$ cat config.mk
export PLATFORM = sky130hd
export DESIGN_NAME = demux_f6_stream
export DESIGN_NICKNAME = d
export VERILOG_FILES = /design/src/rtl/demux_f6_pkg.sv /design/src/rtl/demux_f6_slot.sv /design/src/rtl/demux_f6_stream.sv
export SDC_FILE = /design/constraint.sdc
export NUM_CORES = 1
export LEC_CHECK = 0
export CORE_ASPECT_RATIO = 1.2
export CORE_UTILIZATION = 41
export CTS_BUF_LIST = sky130_fd_sc_hd__clkbuf_8
export CTS_CLUSTER_SIZE = 14
export DETAILED_ROUTE_END_ITERATION = 8
export DONT_BUFFER_PORTS = 1
export PLACE_DENSITY_LB_ADDON = 0.2
export REMOVE_ABC_BUFFERS = 1
export SYNTH_ARGS = -nofsm -noshare
export SYNTH_HDL_FRONTEND = slang
export SYNTH_SLANG_ARGS = --single-unit
$ cat constraint.sdc
create_clock -name CLK -period 2.9 [get_ports CLK]
set_clock_uncertainty 0.05 [all_clocks]
set_input_delay 0.435 -clock CLK [delete_from_list [all_inputs] [get_ports CLK]]
set_output_delay 0.435 -clock CLK [all_outputs]
set_load 0.005 [all_outputs]
$ cat src/rtl/demux_f6_pkg.sv
// Shared constants for the registered 1-to-2 frame-aware stream demultiplexer.
package demux_f6_pkg;

    localparam logic ST_IDLE   = 1'b0;
    localparam logic ST_LOCKED = 1'b1;

    localparam logic PORT0 = 1'b0;
    localparam logic PORT1 = 1'b1;

endpackage

$ cat src/rtl/demux_f6_slot.sv
// One-entry registered output slot; a load wins over a drain on the same edge.
module demux_f6_slot
    import demux_f6_pkg::*;
#(
    parameter int unsigned WIDTH = 8
) (
    input  logic             CLK,
    input  logic             RST,
    input  logic             load,
    input  logic [WIDTH-1:0] data,
    input  logic             last,
    input  logic             ready_in,
    output logic             valid_out,
    output logic [WIDTH-1:0] data_out,
    output logic             last_out,
    output logic             space
);

    assign space = !valid_out | ready_in;

    always_ff @(posedge CLK) begin
        if (RST) begin
            valid_out <= 1'b0;
            data_out  <= '0;
            last_out  <= 1'b0;
        end else if (load) begin
            valid_out <= 1'b1;
            data_out  <= data;
            last_out  <= last;
        end else if (ready_in) begin
            valid_out <= 1'b0;
        end
    end

endmodule

$ cat src/rtl/demux_f6_stream.sv
// Registered 1-to-2 stream demux: route picked by S on a frame's first word, locked until LAST.
module demux_f6_stream
    import demux_f6_pkg::*;
#(
    parameter int unsigned WIDTH = 8
) (
    input  logic             CLK,
    input  logic             RST,
    input  logic [WIDTH-1:0] I,
    input  logic             I_VALID,
    input  logic             I_LAST,
    output logic             I_READY,
    input  logic             S,
    output logic [WIDTH-1:0] O0,
    output logic             O0_VALID,
    output logic             O0_LAST,
    input  logic             O0_READY,
    output logic [WIDTH-1:0] O1,
    output logic             O1_VALID,
    output logic             O1_LAST,
    input  logic             O1_READY
);

    logic state_q;
    logic sel_q;
    logic route;
    logic space0;
    logic space1;
    logic in_xfer;

    // I_READY depends only on state, S and the target slot, never on I_VALID/I_LAST.
    assign route   = (state_q == ST_LOCKED) ? sel_q : S;
    assign I_READY = (route == PORT1) ? space1 : space0;
    assign in_xfer = I_VALID & I_READY;

    always_ff @(posedge CLK) begin
        if (RST) begin
            state_q <= ST_IDLE;
            sel_q   <= PORT0;
        end else if (in_xfer) begin
            if (state_q == ST_IDLE && !I_LAST) begin
                sel_q   <= S;
                state_q <= ST_LOCKED;
            end else if (state_q == ST_LOCKED && I_LAST) begin
                state_q <= ST_IDLE;
            end
        end
    end

    demux_f6_slot #(.WIDTH(WIDTH)) u_slot0 (
        .CLK       (CLK),
        .RST       (RST),
        .load      (in_xfer && route == PORT0),
        .data      (I),
        .last      (I_LAST),
        .ready_in  (O0_READY),
        .valid_out (O0_VALID),
        .data_out  (O0),
        .last_out  (O0_LAST),
        .space     (space0)
    );

    demux_f6_slot #(.WIDTH(WIDTH)) u_slot1 (
        .CLK       (CLK),
        .RST       (RST),
        .load      (in_xfer && route == PORT1),
        .data      (I),
        .last      (I_LAST),
        .ready_in  (O1_READY),
        .valid_out (O1_VALID),
        .data_out  (O1),
        .last_out  (O1_LAST),
        .space     (space1)
    );

endmodule
==> impl_metrics.tcl <==
set metrics [dict create \
    outcome "finished clean" \
    setup_viol_count_final 0 \
    areaGrowthSynthToFinish_pct 9.18 \
    power_frac_clock_pct 41.6 \
    drv_slew 0 \
    cts_max_level 1 \
    synth.avg_cell_area_um2 10.3 \
    die_x_um 44.4 \
    drt-total-wl_mm 1.52 \
    synth_adder_area_share_pct 1.41 \
    setup_tns_ns 0 \
    antenna_found_initial 0 \
    crit_cells 2 \
    grt.overflow.total 0 \
    fp-row-count 18 \
    drt_iter0_drc 3 \
    cts_resized 0 \
    drc_errors 0 \
    synth_area_um2 886 \
    dieArea_um2 2350 \
    p_sw_w 0.000138 \
    synth_warnings 0 \
    seq_power_share_pct 49.6 \
    muxShareOfSynthArea_pct 25.4 \
    holdBufCountCts 0 \
    cts-buffers-inserted 3 \
    core_area_um2 2050 \
    critical-path-top-delay-family "multiplexers" \
    clock-root-buffer "clkbuf_8" \
    whs_ns 0.184 \
    ys_seq_area_share_pct 49.7 \
    synth_xor_area_share_pct 0 \
    netlist_instances 86 \
    crit_path_top_delay_cell "mux2_2" \
    dp_hpwl_mm 1.10 \
    endpoint_kind "primary output" \
    numPortBuffers 0 \
    pwr-share-comb_pct 8.8 \
    synth-compound-area-share_pct 2.68 \
    power_density_nw_per_um2 697 \
    final-hold-violation-count 0 \
    synth_cell_types 21 \
    whs_path_depth 1 \
    path_buf_inv 0 \
    ir_worst_vdd_uv 382 \
    rsz0062_at_grt "false" \
    vias_per_cell 5.07 \
    vias 588 \
    grt_pass1_wl_mm 2.37 \
    clock_latency_ns 0.26 \
    postCtsSetupBuffers 0 \
    swShare_pct 20.5 \
    worstPathMaxFanout 7 \
    synthSimpleGateAreaFrac_pct 16.4 \
    wire_per_inst_um 13.1 \
    grt_pass1_vias 587 \
    max_freq_mhz 528 \
    arrival_ns 1.41 \
    synth-seq-cells 22 \
    post-route-period-util_pct 65.3 \
    antenna_left 0 \
    synth_top_family_by_area "multiplexers" \
    required_ns 2.41 \
    final_cell_mix "dfxtp_1, mux2i_1, nor2_1, nand2b_1" \
    p_int_w 0.000536 \
    path_class "reg -> out" \
    hp-class "in -> reg" \
    num_io_pins 36 \
    grt_max_degree 25 \
    cts_buffer_depth 2 \
    cp_slowest_stage_delay_ns 0.39 \
    total_leakage_power_nw 0.458 \
    tightest_slew_ns 0.662 \
    critPathLaunchType "flop" \
    filler_cell_count 207 \
    start_util_pct 43.2 \
    fin_nets 103 \
    relSlewSlack_pct 55.7 \
    min_period_ns 1.89 \
    die_h_um 52.9 \
    layout-drive-gt1-share_pct 6.98 \
    layout_commonest_cell "dfxtp_1" \
    gr-usage-all-layers_pct 14.1 \
    firstDrtPassIters 4 \
    worstRegToRegCells 4 \
    crit_chain "mux2i_2, mux2_2" \
    cts_tree "built" \
    gp_congestion 0.701 \
    cts_sinks 22 \
    clk_pin_slew_ns 0.08 \
    diodes 0 \
    drv_cap 0 \
]
state kept, by name, summed over array words and instances, names as in the netlist:
signal	cells
u_slot0.data_out	8
u_slot1.last_out	1
state_q	1
u_slot0.last_out	1
u_slot0.valid_out	1
u_slot1.data_out	8
sel_q	1
u_slot1.valid_out	1
cells in the mapped netlist, drive strengths merged:
library cell  number  area [um2]
nor4b              1        8.76
nand3              2        10.0
nand2b             5        31.3
mux2i             21         214
a41oi              1        8.76
inv                3        11.3
buf                3        23.8
nor2              18        67.6
or2b               1        7.51
mux2               1        11.3
nor2b              1        6.26
a21oi              2        10.0
dfxtp             22         440
nand4              1        6.26
clkbuf             1        3.75
o21ai              1        5.00
ha                 1        12.5
nand3b             1        7.51
layer usage:
metal	up-vias	global-route usage, %	wire length [um]
met3	6	4.44	102
met1	271	16.0	622
met4	0	10.1	42
li1	288	-	-
met2	23	21.8	755
met5	-	0	0
power groups by stage:
stage | Clock [W] | Combinational (W) | Sequential, W
after detailed placement | 0 | 0.0000601 | 0.000342
final | 0.000280 | 0.0000595 | 0.000334
after global routing | 0.000296 | 0.0000675 | 0.000336
after floorplan | 0 | 0.0000518 | 0.000338
after global placement | 0 | 0.0000582 | 0.000341
after CTS | 0.000289 | 0.0000606 | 0.000335
path summary, 6_finish.rpt:
| kind | to | slack, ns | startpoint |
|---|---|---|---|
| max | I_READY | 1.01 | state_q |
| min | u_slot0.data_out[4] | 0.18 | RST |
| min reg2reg | sel_q | 0.44 | sel_q |
| max reg2reg | u_slot0.data_out[6] | 1.05 | state_q |
cell type report:
cell class | count | area [um2] | area share (%)
clock inverters | 1 | 30.0 | 3.10
clock buffers | 3 | 41.3 | 4.27
well taps | 30 | 37.5 | 3.88
flip-flops and latches | 22 | 440 | 45.5
multi-input cells | 57 | 407 | 42.0
inverters | 3 | 11.3 | 1.16
cells by family (layout without fill, tap and decap cells):
family	count (synthesis)	in the layout
fa+ha+maj	1	1
simple gates	30	30
flops	22	22
mux	22	22
buf+inv	7	7
compound gates	4	4
per-stage QoR:
| step | area [um2] | power (W) | cells | util, % | setup WS, ns |
|---|---|---|---|---|---|
| 6_report | 967 | 0.000674 | 116 | 47.2 | 1.01 |
| 5_1_grt | 967 | 0.000700 | 116 | 47.2 | 0.877 |
| 4_1_cts | 967 | 0.000684 | 116 | 47.2 | 0.988 |
| 3_5_place_dp | 896 | 0.000402 | 112 | 43.7 | 1.03 |
| 3_3_place_gp | 896 | 0.000400 | 112 | 43.7 | 1.09 |
| 2_1_floorplan | 858 | 0.000390 | 82 | - | 1.33 |
Note: power is estimated with default switching activity, not from simulation.
